### src/rtl/single_spi_rx_if.sv
// single_spi_rx_if: SPI pins, expected width and received-frame outputs of the SPI receiver.
interface single_spi_rx_if #(parameter int MAXWIDTH = 128);
    logic                iSClk;
    logic                iCSn;
    logic                iSData;
    logic [7:0]          iDataWidth;
    logic [MAXWIDTH-1:0] oData;
    logic [7:0]          oBitCount;
    logic                oValid;
    logic                oError;
    logic                oBusy;
    modport master (output iSClk, iCSn, iSData, iDataWidth,
                    input  oData, oBitCount, oValid, oError, oBusy);
    modport slave  (input  iSClk, iCSn, iSData, iDataWidth,
                    output oData, oBitCount, oValid, oError, oBusy);
endinterface

### src/rtl/single_spi_rx.sv
// single_spi_rx: oversampled mode-0 SPI slave receiver delivering right-aligned frames
// with bit count, one-cycle valid strobe and width-mismatch/overflow error.
module single_spi_rx #(parameter int MAXWIDTH = 128) (
    input logic           iClk,
    input logic           iRst,
    single_spi_rx_if.slave bus
);
    typedef enum logic [1:0] {S_IDLE, S_RUN, S_DONE} state_t;
    state_t              r_state;
    logic [2:0]          r_sclk;
    logic [2:0]          r_csn;
    logic [1:0]          r_sd;
    logic [1:0]          r_warm;
    logic                r_armed;
    logic [MAXWIDTH-1:0] r_shift;
    logic [7:0]          r_count;
    logic                r_ovf;
    logic [MAXWIDTH-1:0] r_data;
    logic [7:0]          r_bitcnt;
    logic                r_valid;
    logic                r_error;
    logic                w_sclk_rise;
    logic                w_cs_fall;
    logic                w_cs_rise;
    assign w_sclk_rise   = r_sclk[1] & ~r_sclk[2];
    assign w_cs_fall     = ~r_csn[1] & r_csn[2];
    assign w_cs_rise     = r_csn[1] & ~r_csn[2];
    assign bus.oData     = r_data;
    assign bus.oBitCount = r_bitcnt;
    assign bus.oValid    = r_valid;
    assign bus.oError    = r_error;
    assign bus.oBusy     = (r_state != S_IDLE);
    // r_warm keeps the reset value of the CSn synchroniser from arming the receiver
    always_ff @(posedge iClk) begin
        if (iRst) begin
            r_sclk   <= 3'b000;
            r_csn    <= 3'b111;
            r_sd     <= 2'b00;
            r_warm   <= 2'b00;
            r_armed  <= 1'b0;
            r_state  <= S_IDLE;
            r_shift  <= '0;
            r_count  <= 8'd0;
            r_ovf    <= 1'b0;
            r_data   <= '0;
            r_bitcnt <= 8'd0;
            r_valid  <= 1'b0;
            r_error  <= 1'b0;
        end else begin
            r_sclk  <= {r_sclk[1:0], bus.iSClk};
            r_csn   <= {r_csn[1:0], bus.iCSn};
            r_sd    <= {r_sd[0], bus.iSData};
            r_warm  <= {r_warm[0], 1'b1};
            r_valid <= 1'b0;
            if (r_warm[1] && r_csn[1])
                r_armed <= 1'b1;
            case (r_state)
                S_IDLE: if (w_cs_fall && r_armed) begin
                    r_shift <= '0;
                    r_count <= 8'd0;
                    r_ovf   <= 1'b0;
                    r_state <= S_RUN;
                end
                S_RUN: begin
                    if (w_sclk_rise) begin
                        r_count <= (&r_count) ? r_count : r_count + 8'd1;
                        if (r_count < 8'(MAXWIDTH))
                            r_shift <= {r_shift[MAXWIDTH-2:0], r_sd[1]};
                        else
                            r_ovf <= 1'b1;
                    end
                    if (w_cs_rise)
                        r_state <= S_DONE;
                end
                S_DONE: begin
                    r_data   <= r_shift;
                    r_bitcnt <= r_count;
                    r_valid  <= 1'b1;
                    r_error  <= r_ovf | (r_count != bus.iDataWidth);
                    r_state  <= S_IDLE;
                end
                default: r_state <= S_IDLE;
            endcase
        end
    end
endmodule
### src/flat_wrapper.sv
// flat-port wrapper written by rule: the top's interface ports become plain ports
module single_spi_rx_flat 
#(parameter int MAXWIDTH = 128)
  (iClk, iRst, bus_iSClk, bus_iCSn, bus_iSData, bus_iDataWidth, bus_oData, bus_oBitCount, bus_oValid, bus_oError, bus_oBusy);
  single_spi_rx_if #(.MAXWIDTH(MAXWIDTH)) bus_i ();
  input logic iClk;
  input logic iRst;
  input wire logic [$bits(bus_i.iSClk)-1:0] bus_iSClk;
  input wire logic [$bits(bus_i.iCSn)-1:0] bus_iCSn;
  input wire logic [$bits(bus_i.iSData)-1:0] bus_iSData;
  input wire logic [$bits(bus_i.iDataWidth)-1:0] bus_iDataWidth;
  output wire logic [$bits(bus_i.oData)-1:0] bus_oData;
  output wire logic [$bits(bus_i.oBitCount)-1:0] bus_oBitCount;
  output wire logic [$bits(bus_i.oValid)-1:0] bus_oValid;
  output wire logic [$bits(bus_i.oError)-1:0] bus_oError;
  output wire logic [$bits(bus_i.oBusy)-1:0] bus_oBusy;
  assign bus_i.iSClk = bus_iSClk;
  assign bus_i.iCSn = bus_iCSn;
  assign bus_i.iSData = bus_iSData;
  assign bus_i.iDataWidth = bus_iDataWidth;
  assign bus_oData = bus_i.oData;
  assign bus_oBitCount = bus_i.oBitCount;
  assign bus_oValid = bus_i.oValid;
  assign bus_oError = bus_i.oError;
  assign bus_oBusy = bus_i.oBusy;
  single_spi_rx #(.MAXWIDTH(MAXWIDTH)) u_core (.iClk(iClk), .iRst(iRst), .bus(bus_i));
endmodule
### config.mk
export PLATFORM = sky130hd
export DESIGN_NAME = single_spi_rx_flat
export DESIGN_NICKNAME = d
export VERILOG_FILES = /design/src/rtl/single_spi_rx_if.sv /design/src/rtl/single_spi_rx.sv /design/src/flat_wrapper.sv
export SDC_FILE = /design/constraint.sdc
export NUM_CORES = 1
export LEC_CHECK = 0
export CAP_MARGIN = 5
export CORE_ASPECT_RATIO = 1.5
export CORE_MARGIN = 1
export CORE_UTILIZATION = 45
export DETAILED_ROUTE_END_ITERATION = 10
export PLACE_DENSITY = 0.68
export SYNTH_ARGS = -nofsm -noshare
export SYNTH_HDL_FRONTEND = slang
export SYNTH_SLANG_ARGS = --single-unit
### constraint.sdc
create_clock -name iClk -period 2.1 [get_ports iClk]
set_input_delay 0.21 -clock iClk [delete_from_list [all_inputs] [get_ports iClk]]
set_output_delay 0.21 -clock iClk [all_outputs]
set_load 0.02 [all_outputs]
==> run summary <==
outcome: complete, but fails checks
failing checks: design-rule violations
Die X: 125 µm
setup TNS: 0 ns
Synth area leaders: dfxtp_1, nand2_1, a21oi_1
Die Footprint: 23400 µm²
cts bufs inserted: 26
share of post-route cells with drive strength above 1: 5.50%
filler cell count in the final layout: 2059
Reg clk slew, reported paths: 0.06 ns
Seq cells post-synth: 288
Max-Cap Viols: 0
Antenna Nets Post-Route: 0
Multi-input gate area: 4030 µm²
All-Layer GR Usage: 19.6%
CP max stage delay: 0.63 ns
relative slew slack: 65.2%
pwr/cell area: 841 nW/µm²
DRT iter0 DRCs: 755
Synth Cell Area: 10300 µm²
initial core utilization: 45.9%
top cell type's share of synthesized area: 56.1%
Buf/Inv on CP: 1
Setup Viol. Count Final: 0
die extent in y: 187 µm
CP Class: register to output port
# DRC: 10
Hold Path Class: input pin to register
Fin. Hold Viols: 0
H-tree depth: 1
fin cells: 1657
initial antenna violation count: 0
register area: 5770 µm²
CP Cell Sequence: or2_4 -> clkdlybuf4s50_1
Port Buffers: 151
min Tclk post-route: 1.97 ns
gr ovfl total: 0
core area: 22400 µm²
slowest CP cell: clkdlybuf4s50_1
yosys warns: 0
Via density: 5.21
Placed Cells: 1609
worst hold start: iRst
Syn Inst Count: 1270
Cell variety after synth: 44
Worst Setup SP: u_core.r_state[1]
Worst Max-Slew Pin Slew: 0.522 ns
net count after synthesis: 1284
antenna cells: 0
# Post-CTS Setup Buffers: 0
Wirelength per Cell: 14.0 µm
max-slew violations: 0
Total Wirelength: 23.2 mm
crit end category: output port
Clk Latency, worst-skew pair: 0.52 ns
Critical Path RT: 1.89 ns
TritonRoute pass-1 iters: 10
worst vdd ir: 0.572 mV
Startpoint Class: register
CP max FO: 10
Placer Congestion: 0.799
sequential cell area fraction in the yosys report: 56.1%
clk buf depth: 3
fmax: 0.508 GHz
# rows: 67
IO Pins: 152
largest net degree at the start of global routing: 129
post-synth top area cell: dfxtp_1
Setup Skew: 0.0127 ns
Mapped Avg Cell Area: 8.09 µm²
vias in the first global route: 8020
Leak: 4.10 nW
detailed-route via count: 8632
CTS Root Cell: clkbuf_16
RSZ-0062 raised after global routing: no
clock sink count: 288
share of the cycle needed by the critical path after routing: 93.7%
DP Wirelength: 13.7 mm
family with the most delay on the worst path: buffers and inverters
first-pass GRT wire length: 39.0 mm
CTS tree: yes
nets@finish: 1375
Layout area overhead: 25.8%
Reg2Reg Launch Point: u_core.r_count[0]
worst path arrival time: 1.76 ns
metal layers:
layer  vias to the layer above  global-route usage (%)  routed length, µm
met4                         0                    6.61                597
met5                         -                       0                  0
met1                      4051                    23.7              10000
li1                       4391                       -                  -
met3                        40                    2.72                814
met2                       150                    35.5              11800
where the power goes:
part / internal [mW] / switching, mW / leakage [nW]
registers: 5.47 / 0.00474 / 2.32
clock network: 3.28 / 1.96 / 0.468
logic: 0.0464 / 0.114 / 1.32
total: 8.79 / 2.08 / 4.10
logic make-up after synthesis:
kind of cell | Yosys count | synth area share [%]
adders and majority gates | 1 | 0.122
buffers and inverters | 112 | 4.93
and+or+nand+nor | 445 | 17.3
xor gates and xnor gates | 8 | 0.682
AOI/OAI and AO/OA | 415 | 20.8
muxes | 1 | 0.110
DFF | 288 | 56.1
final cells by class:
class / instances / area share, %
inverter: 5 / 0.145
timing repair buffer: 170 / 13.9
clock buffer: 41 / 6.02
sequential: 288 / 44.7
multi-input combinational: 870 / 31.2
tap: 276 / 2.67
clock inverter: 7 / 1.43
stage by stage:
step	instance area (µm²)	utilization [%]	hold WS, ns	worst slack, ns	total power [mW]
2_1_floorplan	10300	-	0.314	0.405	5.71
3_3_place_gp	12000	53.4	0.400	0.276	5.76
3_5_place_dp	12000	53.4	0.402	0.230	5.76
4_1_cts	12900	57.7	0.0533	0.0620	11.0
5_1_grt	12900	57.7	0.0673	0.0677	11.2
6_report	12900	57.7	0.0688	0.133	10.9
layout by cell type, fill, tap and decap left out, types with 2 or more instances in the layout:
master / count
o21ai_0: 129
o21ai_1: 2
inv_1: 5
nor3_2: 2
nor3_1: 2
xnor2_1: 4
a21oi_1: 269
nand2_1: 407
nor2b_1: 7
bufinv_16: 6
nand2b_1: 2
dfxtp_2: 2
clkbuf_8: 6
buf_4: 8
xor2_1: 4
nor2_1: 4
clkdlybuf4s50_1: 150
dfxtp_1: 286
buf_12: 11
nand3_1: 3
clkbuf_16: 27
clkbuf_1: 9
a31oi_1: 4
or2_2: 3
synthesized netlist by cell type (all sizes together):
cell / count
clkbuf: 80
nor3b: 2
xnor2: 4
a21boi: 1
o21ai: 132
nand4: 1
o31a: 2
a21oi: 269
mux2: 1
nor2: 5
o31ai: 1
o311a: 1
nor4bb: 1
nand2: 408
a31oi: 4
o221a: 1
nand4bb: 1
nor4: 1
nor3: 4
or2: 4
inv: 5
o41ai: 1
nor2b: 8
or3: 1
dfxtp: 288
a41oi: 1
and4: 1
nand2b: 2
and3: 1
buf: 27
nand3b: 1
o211ai: 1
ha: 1
xor2: 4
nand3: 3
nor4b: 1
a22oi: 1
worst paths after layout:
kind | endpoint | slack [ns] | cells past startpoint
hold reg to reg | u_core.r_csn[1] | 0.42 | 1
hold / removal | u_core.bus.oData[77] | 0.07 | 2
setup / recovery | bus_oBusy | 0.13 | 2
setup reg to reg | u_core.r_count[3] | 0.32 | 5
registers in the layout (all words and copies together) (netlist names):
signal,flops
u_core.r_sd,2
u_core.r_sclk,3
u_core.r_count,8
u_core.bus.oError,1
u_core.r_shift,128
u_core.r_state,2
u_core.bus.oValid,1
u_core.r_ovf,1
u_core.r_armed,1
u_core.r_csn,3
u_core.bus.oData,128
u_core.r_warm,2
u_core.bus.oBitCount,8
what timing repair did:
item                       CTS  global route
resized for setup            1             1
hold buffers                 0             0
setup endpoints to repair    1             1
Note: power is estimated with default switching activity, not from simulation.
